## src/rtl/div_ctrl_if.sv

```systemverilog
// Control/status bundle between the restoring-division sequencer (slave) and
// the requester plus remainder/ALU datapath that it steers (master).
interface div_ctrl_if #(
  parameter int CNT_W = 6
);
  logic             Start;
  logic             Neg_Rem;
  logic             Divisor_zero;
  logic [5:0]       ALU_ctrl;
  logic [1:0]       HiLo_ctrl;
  logic             Shift_in;
  logic             Wr_hi;
  logic             Ready;
  logic             Done;
  logic [CNT_W-1:0] Iter;
  logic             Div_err;

  modport master (
    output Start, Neg_Rem, Divisor_zero,
    input  ALU_ctrl, HiLo_ctrl, Shift_in, Wr_hi, Ready, Done, Iter, Div_err
  );

  modport slave (
    input  Start, Neg_Rem, Divisor_zero,
    output ALU_ctrl, HiLo_ctrl, Shift_in, Wr_hi, Ready, Done, Iter, Div_err
  );
endinterface

```

## src/rtl/div_ctrl.sv

```systemverilog
// Moore sequencer for a restoring divider: one SUB/CHECK/(RESTORE)/SHIFT pass per bit.
// Define DIV_ZERO_CHECK_EN to short-circuit a zero divisor straight to DONE with Div_err.
module div_ctrl #(
  parameter int WIDTH = 32,
  parameter int CNT_W = 6
) (
  input  logic        clk,
  input  logic        rst_n,
  div_ctrl_if.slave   bus
);

  localparam logic [3:0] IDLE    = 4'd0;
  localparam logic [3:0] LOAD    = 4'd1;
  localparam logic [3:0] SHL0    = 4'd2;
  localparam logic [3:0] SUB     = 4'd3;
  localparam logic [3:0] CHECK   = 4'd4;
  localparam logic [3:0] RESTORE = 4'd5;
  localparam logic [3:0] SHIFT   = 4'd6;
  localparam logic [3:0] FINAL   = 4'd7;
  localparam logic [3:0] DONE    = 4'd8;

  localparam logic [5:0] ALU_HOLD = 6'b000000;
  localparam logic [5:0] ALU_ADD  = 6'b000001;
  localparam logic [5:0] ALU_SUB  = 6'b000010;

  localparam logic [1:0] HL_HOLD = 2'b00;
  localparam logic [1:0] HL_LOAD = 2'b01;
  localparam logic [1:0] HL_SHL  = 2'b10;
  localparam logic [1:0] HL_SHR  = 2'b11;

  localparam logic [CNT_W-1:0] LAST_ITER = CNT_W'(WIDTH - 1);

  logic [3:0]       state;
  logic [3:0]       state_nxt;
  logic [CNT_W-1:0] iter;
  logic             q_bit;
  logic             zero_hit;

`ifdef DIV_ZERO_CHECK_EN
  logic err;

  assign zero_hit = bus.Divisor_zero;

  always_ff @(posedge clk) begin
    if (!rst_n) begin
      err <= 1'b0;
    end else if (state == IDLE && bus.Start) begin
      err <= bus.Divisor_zero;
    end else if (state == DONE) begin
      err <= 1'b0;
    end
  end

  assign bus.Div_err = (state == DONE) && err;
`else
  logic unused_dz;

  assign unused_dz   = bus.Divisor_zero;
  assign zero_hit    = 1'b0;
  assign bus.Div_err = 1'b0;
`endif

  always_comb begin
    state_nxt = state;
    case (state)
      IDLE:    if (bus.Start) state_nxt = zero_hit ? DONE : LOAD;
      LOAD:    state_nxt = SHL0;
      SHL0:    state_nxt = SUB;
      SUB:     state_nxt = CHECK;
      CHECK:   state_nxt = bus.Neg_Rem ? RESTORE : SHIFT;
      RESTORE: state_nxt = SHIFT;
      SHIFT:   state_nxt = (iter == LAST_ITER) ? FINAL : SUB;
      FINAL:   state_nxt = DONE;
      DONE:    state_nxt = IDLE;
      default: state_nxt = IDLE;
    endcase
  end

  // state, iteration count and the quotient bit decided in CHECK
  always_ff @(posedge clk) begin
    if (!rst_n) begin
      state <= IDLE;
      iter  <= '0;
      q_bit <= 1'b0;
    end else begin
      state <= state_nxt;
      case (state)
        IDLE: begin
          if (bus.Start) begin
            iter  <= '0;
            q_bit <= 1'b0;
          end
        end
        CHECK:   q_bit <= ~bus.Neg_Rem;
        RESTORE: q_bit <= 1'b0;
        SHIFT:   iter  <= iter + CNT_W'(1);
        default: ;
      endcase
    end
  end

  // outputs depend on state (and registered q_bit/iter) only
  always_comb begin
    bus.ALU_ctrl  = ALU_HOLD;
    bus.HiLo_ctrl = HL_HOLD;
    bus.Shift_in  = 1'b0;
    bus.Wr_hi     = 1'b0;
    bus.Ready     = 1'b0;
    bus.Done      = 1'b0;
    case (state)
      IDLE:    bus.Ready = 1'b1;
      LOAD:    bus.HiLo_ctrl = HL_LOAD;
      SHL0:    bus.HiLo_ctrl = HL_SHL;
      SUB: begin
        bus.ALU_ctrl = ALU_SUB;
        bus.Wr_hi    = 1'b1;
      end
      RESTORE: begin
        bus.ALU_ctrl = ALU_ADD;
        bus.Wr_hi    = 1'b1;
      end
      SHIFT: begin
        bus.HiLo_ctrl = HL_SHL;
        bus.Shift_in  = q_bit;
      end
      FINAL:   bus.HiLo_ctrl = HL_SHR;
      DONE:    bus.Done = 1'b1;
      default: ;
    endcase
  end

  assign bus.Iter = iter;

endmodule

```

## src/flat_wrapper.sv

```systemverilog
// flat-port wrapper written by rule: the top's interface ports become plain ports
module div_ctrl_flat 
#(
  parameter int WIDTH = 32,
  parameter int CNT_W = 6
)
  (clk, rst_n, bus_Start, bus_Neg_Rem, bus_Divisor_zero, bus_ALU_ctrl, bus_HiLo_ctrl, bus_Shift_in, bus_Wr_hi, bus_Ready, bus_Done, bus_Iter, bus_Div_err);
  div_ctrl_if #(.CNT_W(CNT_W)) bus_i ();
  input  logic clk;
  input  logic rst_n;
  input wire logic [$bits(bus_i.Start)-1:0] bus_Start;
  input wire logic [$bits(bus_i.Neg_Rem)-1:0] bus_Neg_Rem;
  input wire logic [$bits(bus_i.Divisor_zero)-1:0] bus_Divisor_zero;
  output wire logic [$bits(bus_i.ALU_ctrl)-1:0] bus_ALU_ctrl;
  output wire logic [$bits(bus_i.HiLo_ctrl)-1:0] bus_HiLo_ctrl;
  output wire logic [$bits(bus_i.Shift_in)-1:0] bus_Shift_in;
  output wire logic [$bits(bus_i.Wr_hi)-1:0] bus_Wr_hi;
  output wire logic [$bits(bus_i.Ready)-1:0] bus_Ready;
  output wire logic [$bits(bus_i.Done)-1:0] bus_Done;
  output wire logic [$bits(bus_i.Iter)-1:0] bus_Iter;
  output wire logic [$bits(bus_i.Div_err)-1:0] bus_Div_err;
  assign bus_i.Start = bus_Start;
  assign bus_i.Neg_Rem = bus_Neg_Rem;
  assign bus_i.Divisor_zero = bus_Divisor_zero;
  assign bus_ALU_ctrl = bus_i.ALU_ctrl;
  assign bus_HiLo_ctrl = bus_i.HiLo_ctrl;
  assign bus_Shift_in = bus_i.Shift_in;
  assign bus_Wr_hi = bus_i.Wr_hi;
  assign bus_Ready = bus_i.Ready;
  assign bus_Done = bus_i.Done;
  assign bus_Iter = bus_i.Iter;
  assign bus_Div_err = bus_i.Div_err;
  div_ctrl #(.WIDTH(WIDTH), .CNT_W(CNT_W)) u_core (.clk(clk), .rst_n(rst_n), .bus(bus_i));
endmodule
```

## config.mk

```make
export PLATFORM = sky130hd
export DESIGN_NAME = div_ctrl_flat
export DESIGN_NICKNAME = d
export VERILOG_FILES = /design/src/rtl/div_ctrl_if.sv /design/src/rtl/div_ctrl.sv /design/src/flat_wrapper.sv
export SDC_FILE = /design/constraint.sdc
export NUM_CORES = 1
export LEC_CHECK = 0
export CAP_MARGIN = 20
export CORE_UTILIZATION = 34
export CTS_BUF_LIST = sky130_fd_sc_hd__clkbuf_4 sky130_fd_sc_hd__clkbuf_8 sky130_fd_sc_hd__clkbuf_16
export DETAILED_ROUTE_END_ITERATION = 6
export PLACE_DENSITY_LB_ADDON = 0.2
export SETUP_SLACK_MARGIN = 0.4
export SLEW_MARGIN = 10
export SYNTH_ARGS = -nofsm -noshare
export SYNTH_HDL_FRONTEND = slang
export SYNTH_SLANG_ARGS = --single-unit
```

## constraint.sdc

```tcl
create_clock -name clk -period 2.21 [get_ports clk]
set_input_delay 0.3315 -clock clk [delete_from_list [all_inputs] [get_ports clk]]
set_output_delay 0.3315 -clock clk [all_outputs]
set_load 0.05 [all_outputs]
```

==> reports/metrics.cfg, run 1 <==
[drt]
wl_um=1370
dr.pass1.iters=4
drc=0
postRouteAntennaNets=0
wire_per_inst_um=11.0
drt_iter0_drc=6
vias=625
avgViaCountPerCell=5.00

[pwr]
leakagePower_nw=0.372
vdd_drop_max_v=0.000224
seqPwrFrac=0.453
internal_power_uw=317
p_sw_uw=157
power.clock.fraction=0.317
p_sw_frac=0.332
p_comb_frac=0.230
p_total_uw=475
p_per_area_nw_per_um2=556

[logic_synthesis]
yosysWarnings=0
async_flop_share=0
yosys-top-cells-count=11 x dfxtp_1, 9 x nor2_1, 7 x a21oi_1
synth_area_um2=643
yosysMostFrequentCell=dfxtp_1
syn_inst=84
yosys.area.top_type=dfxtp_1
synthFlopType=dfxtp_1
synth_top_cell_area_share=0.342
synth_cell_types=32
synth_area_leaders=dfxtp_1 34%, buf_4 5.8%, a21oi_1 5.4%
synth_edf_count=0
syn_avg_cell_area_um2=7.66
ys_ff_latch=11
ys_seq_area_frac=0.342

[timing]
drv_slew=0
hold_violations=0
tightest_slew_ns=0.504
period_minus_slack_ns=1.76
finalSetupTns_ns=0
rsz0062_at_grt=yes
fmax_mhz=567
finalCritPeriodShare=0.798
relSlewSlack=0.664
fin_skew_ns=0.00410
setup_viol=0

[cells_and_area]
multi_input_area_um2=384
drive_above_1_share=0.200
seq_area_um2=229
antennaDiodeCount=0
nFillCells=185
layout.nets=107
area_growth_pct=32.7

[hold_path]
hold_path.class=reg2reg
hold_end=u_core.q_bit
hold_start=u_core.q_bit
hold_depth=2

[floorplan]
io_pins=24
core.rowCount=15
initial_core_util=0.368
dieArea_um2=2070
die-height_um=45.5
die_w_um=45.5
core_area_um2=1750

[critical_path]
path_buf_inv=1
reg2regPathDepth=3
start_kind=flop
cp-end-kind=output pin
path_delay_family=buffers and inverters
worst_ep_required_time_ns=1.88
r2r_setup_slack_ns=0.60
crit_fanout=3
critPathKind=reg2out
crit_chain=clkdlybuf4s50_1
r2r-start=u_core.state[1]
critPathMaxStageDelay_ns=0.81
r2r-end=u_core.bus.Iter[4]
crit_slowest_cell=clkdlybuf4s50_1
arrival_ns=1.43

[clock_tree]
cts_root_buf=clkbuf_4
clkTransAtPathRegs_ns=0.07
clock_path_buffers=2
tritoncts=yes
clock_latency_ns=0.27
htree_levels=1
clock_sinks=11
cts_buffers=3

[outcome]
status=completed

[global_routing]
grt-ovfl-total=0
grt_use_total=0.146
grt_pass1_wl_um=2110
grt_antenna_before_repair=0
grt_start_max_net_pins=14
grt_pass1_vias=486

[placement]
gp_congestion=0.734
portBuffers=17
dpl.hpwl_um=966

[flow_run]
maxCapViolations=0

## area by class of cell
cell class / instances / area share
Multi-Input combinational cell: 64 / 0.450
Sequential cell: 11 / 0.268
Timing Repair Buffer: 18 / 0.196
Tap cell: 25 / 0.0367
Clock buffer: 4 / 0.0352
Inverter: 3 / 0.0132
## sequential cells by signal, indices dropped and copies added (netlist names)
signal	count
u_core.bus.Iter	6
u_core.state	4
u_core.q_bit	1
## cell usage in the layout (no fill, tap or decap), types with 2 or more instances in the layout
master	Yosys	routed
inv_1	3	3
clkbuf_4	0	4
nor4_1	4	2
dfxtp_1	11	8
nor4_2	0	2
nor3_1	2	2
nand2b_1	2	2
dfxtp_4	0	2
nor2_1	9	9
buf_4	5	8
a211oi_1	2	2
dlygate4sd2_1	0	4
o21ai_0	4	4
a21oi_1	7	6
conb_1	1	5
nor2b_1	3	3
nand2_1	5	5
clkdlybuf4s50_1	0	4
nand3_1	5	5
## metrics by stage
step                      setup WS [ns]  hold slack [ns]  instances  cell area, um2   util
after CTS                         0.418            0.487        125             845  0.484
after global placement            0.195            0.467        121             817  0.468
after global routing              0.378            0.520        125             853  0.489
final                             0.447            0.478        125             853  0.489
after floorplan                   0.275            0.448         88             674      -
after detailed placement          0.194            0.476        121             817  0.468
## metal layers
metal  track usage  vias to the layer above  part of all wire
met2         0.211                       20              0.46
met5             0                        -                 0
met4         0.127                        0             0.023
met1         0.184                      281              0.47
li1              -                      320                 -
met3        0.0238                        4             0.043
## power by group through the flow
stage                     Sequential [mW]  Combinational, mW  Clock (mW)
after floorplan                     0.209              0.103           0
after global placement              0.221              0.109           0
after detailed placement            0.220              0.109           0
after CTS                           0.216              0.109       0.158
after global routing                0.216              0.116       0.168
final                               0.215              0.109       0.151
## worst max path at each step
stage                     cells past startpoint            endpoint               start  slack [ns]
final                                         1         bus_Iter[4]  u_core.bus.Iter[4]        0.45
after global routing                          4        bus_Shift_in     u_core.state[1]        0.38
after floorplan                               3            bus_Done     u_core.state[3]        0.27
after CTS                                     1         bus_Iter[5]  u_core.bus.Iter[5]        0.42
after detailed placement                      4  u_core.bus.Iter[4]           bus_Start        0.19
after global placement                        4  u_core.bus.Iter[4]           bus_Start        0.20
## cell families (layout without fill, tap and decap cells)
| kind of cell | after synthesis | after routing | share of synthesized area |
|---|---|---|---|
| other | 1 | 5 | 0.00583 |
| adders and majority gates | 1 | 1 | 0.0195 |
| AOI/OAI and AO/OA | 22 | 22 | 0.226 |
| buffers and inverters | 13 | 25 | 0.109 |
| DFF | 11 | 11 | 0.342 |
| and+or+nand+nor | 36 | 36 | 0.298 |
## what timing repair did
item / CTS / global route
resized for setup: 6 / 4
buffers inserted: 0 / 0
gates cloned: 0 / 0
hold buffers: 0 / 0
endpoints found under the setup margin: 6 / 6
Note: power is estimated with default switching activity, not from simulation.
==> inputs of run 2 (changes only) <==
clock period = 1.42 ns   (was 2.21 ns; I/O delays follow)
==> run 2 against run 1 <==
  * The run now ends with setup timing left
  * Clock power up 55%
  * Total power increased by 87%
  * Core utilization up 28 points
  * Die area unchanged
  * Critical path depth rose by 4
  * Worst hold slack worse by 0.0097 ns
  * Wire length up 41%
  * Sequential cell count unchanged
  * Non-clock buffer count grew 19
  * Global-route usage rose by 5.3 points
==> reports/metrics.cfg, run 2 (same netlist as run 1, synthesis figures left out) <==
[pwr]
p_total_uw=888
leakagePower_nw=0.510
vdd_drop_max_v=0.000478
p_per_area_nw_per_um2=662

[critical_path]
reg2regPathDepth=5
r2r_setup_slack_ns=-0.08
critPathMaxStageDelay_ns=0.37
r2r-start=u_core.state[1]
arrival_ns=1.31
r2r-end=u_core.state[1]
critPathKind=reg2out
start_kind=flop
crit_chain=buf_6, nand2_2, nor3_4, and2_4, buf_12
path_buf_inv=2
cp_num_cells=5
worst_ep_required_time_ns=1.21
path_delay_family=simple AND/OR/NAND/NOR gates
critical_path.startpoint=u_core.state[2]
crit_end=bus_Shift_in
crit_fanout=3
cp-end-kind=output pin
crit_slowest_cell=dfxtp_2

[clock_tree]
clock_latency_ns=0.27
tritoncts=yes
cts_root_buf=clkbuf_4
cts_buffers=3
clock_path_buffers=2
clkTransAtPathRegs_ns=0.07
htree_levels=1
hold_buffers=0
clock_sinks=11

[drt]
avgViaCountPerCell=5.10
vias=734
drc=0
dr.pass1.iters=4
drt_iter0_drc=16
wire_per_inst_um=13.4
postRouteAntennaNets=0
wl_um=1930

[cells_and_area]
drive_above_1_share=0.588
largest_register_ffs=6
post-route-util=0.768
antennaDiodeCount=0
final_cell_mix=14 x buf_12, 12 x buf_4, 7 x buf_6, 7 x dfxtp_4
fin_cells=144
seq_area_um2=250
layout.nets=126
multi_input_area_um2=517
area_growth_pct=108
mostFrequentLayoutCell=buf_12
nFillCells=110

[floorplan]
initial_core_util=0.368
die-height_um=45.5
core.rowCount=15
core_area_um2=1750
dieArea_um2=2070
die_w_um=45.5
io_pins=24

[timing]
period_minus_slack_ns=1.52
rsz0062_at_grt=yes
fin_ws_ns=-0.102
setup_viol=15
hold_violations=0
fin_skew_ns=0.00683
finalSetupTns_ns=-0.812
fmax_mhz=657
finalCritPeriodShare=1.07
drv_slew=0

[global_routing]
grt_pass1_wl_um=2950
grt_use_total=0.199
grt_start_max_net_pins=8
grt-ovfl-total=0
grt_pass1_vias=645
grt_antenna_before_repair=0

[outcome]
status=finished, violations left
violations=setup timing

[placement]
dp_cells=131
dpl.hpwl_um=1270
place_ws_ns=-0.375
gp_congestion=0.833
portBuffers=17

[hold_path]
hold_path.class=reg2reg

[flow_run]
maxCapViolations=0

-- run 2: cell count changes in the layout (fill, tap and decap cells not counted), moves of 3 or more --
cell	change
dlygate4sd2_1	-3
nor2_4	+3
dfxtp_4	+5
buf_12	+13
dfxtp_1	-7
nand2_1	-3
nor2_1	-4
a21oi_1	-3
buf_4	+4
buf_6	+7
-- run 2: how the worst min path moves through the flow --
stage,start,endpoint,slack (ns),depth (start not counted)
final,u_core.q_bit,u_core.q_bit,0.47,2
after global routing,u_core.bus.Iter[3],u_core.bus.Iter[3],0.49,1
after CTS,u_core.bus.Iter[5],u_core.bus.Iter[5],0.48,1
after detailed placement,u_core.q_bit,u_core.q_bit,0.48,2
after global placement,u_core.q_bit,u_core.q_bit,0.47,2
after floorplan,bus_Neg_Rem,u_core.state[0],0.41,2
-- run 2: metal layers --
metal	track usage	vias to the layer above	part of all wire
met4	0.127	0	0.027
li1	-	365	-
met2	0.303	30	0.51
met3	0.0397	6	0.047
met5	0	-	0
met1	0.254	333	0.42
-- run 2: worst register-to-register path: cells and delay by family (launching register included) --
family	cells	cell delay, ns
buffers and inverters	2	0.27
AOI/OAI and AO/OA	1	0.07
DFF	1	0.35
and+or+nand+nor	2	0.70
-- run 2: what timing repair did --
action	CTS	global route
setup endpoints to repair	19	24
pin swaps	10	3
resized for setup	23	9
buffers inserted	4	5
-- run 2: cell type report --
cell class,instances,area share
multi-input cells,64,0.386
repair buffers,37,0.368
flip-flops and latches,11,0.187
well taps,25,0.0233
clock buffers,4,0.0224
inverters,3,0.0140
-- run 2: where the power goes --
group	total (mW)	internal, mW	switching (mW)
clock	0.234	0.128	0.106
sequential	0.319	0.305	0.0142
combinational	0.335	0.153	0.182
total	0.888	0.586	0.302
-- run 2: through the flow --
stage | cell area, um2 | hold WS [ns]
floorplan | 796 | 0.406
global placement | 1130 | 0.471
detailed placement | 1130 | 0.476
CTS | 1280 | 0.483
global route | 1340 | 0.492
finish | 1340 | 0.469
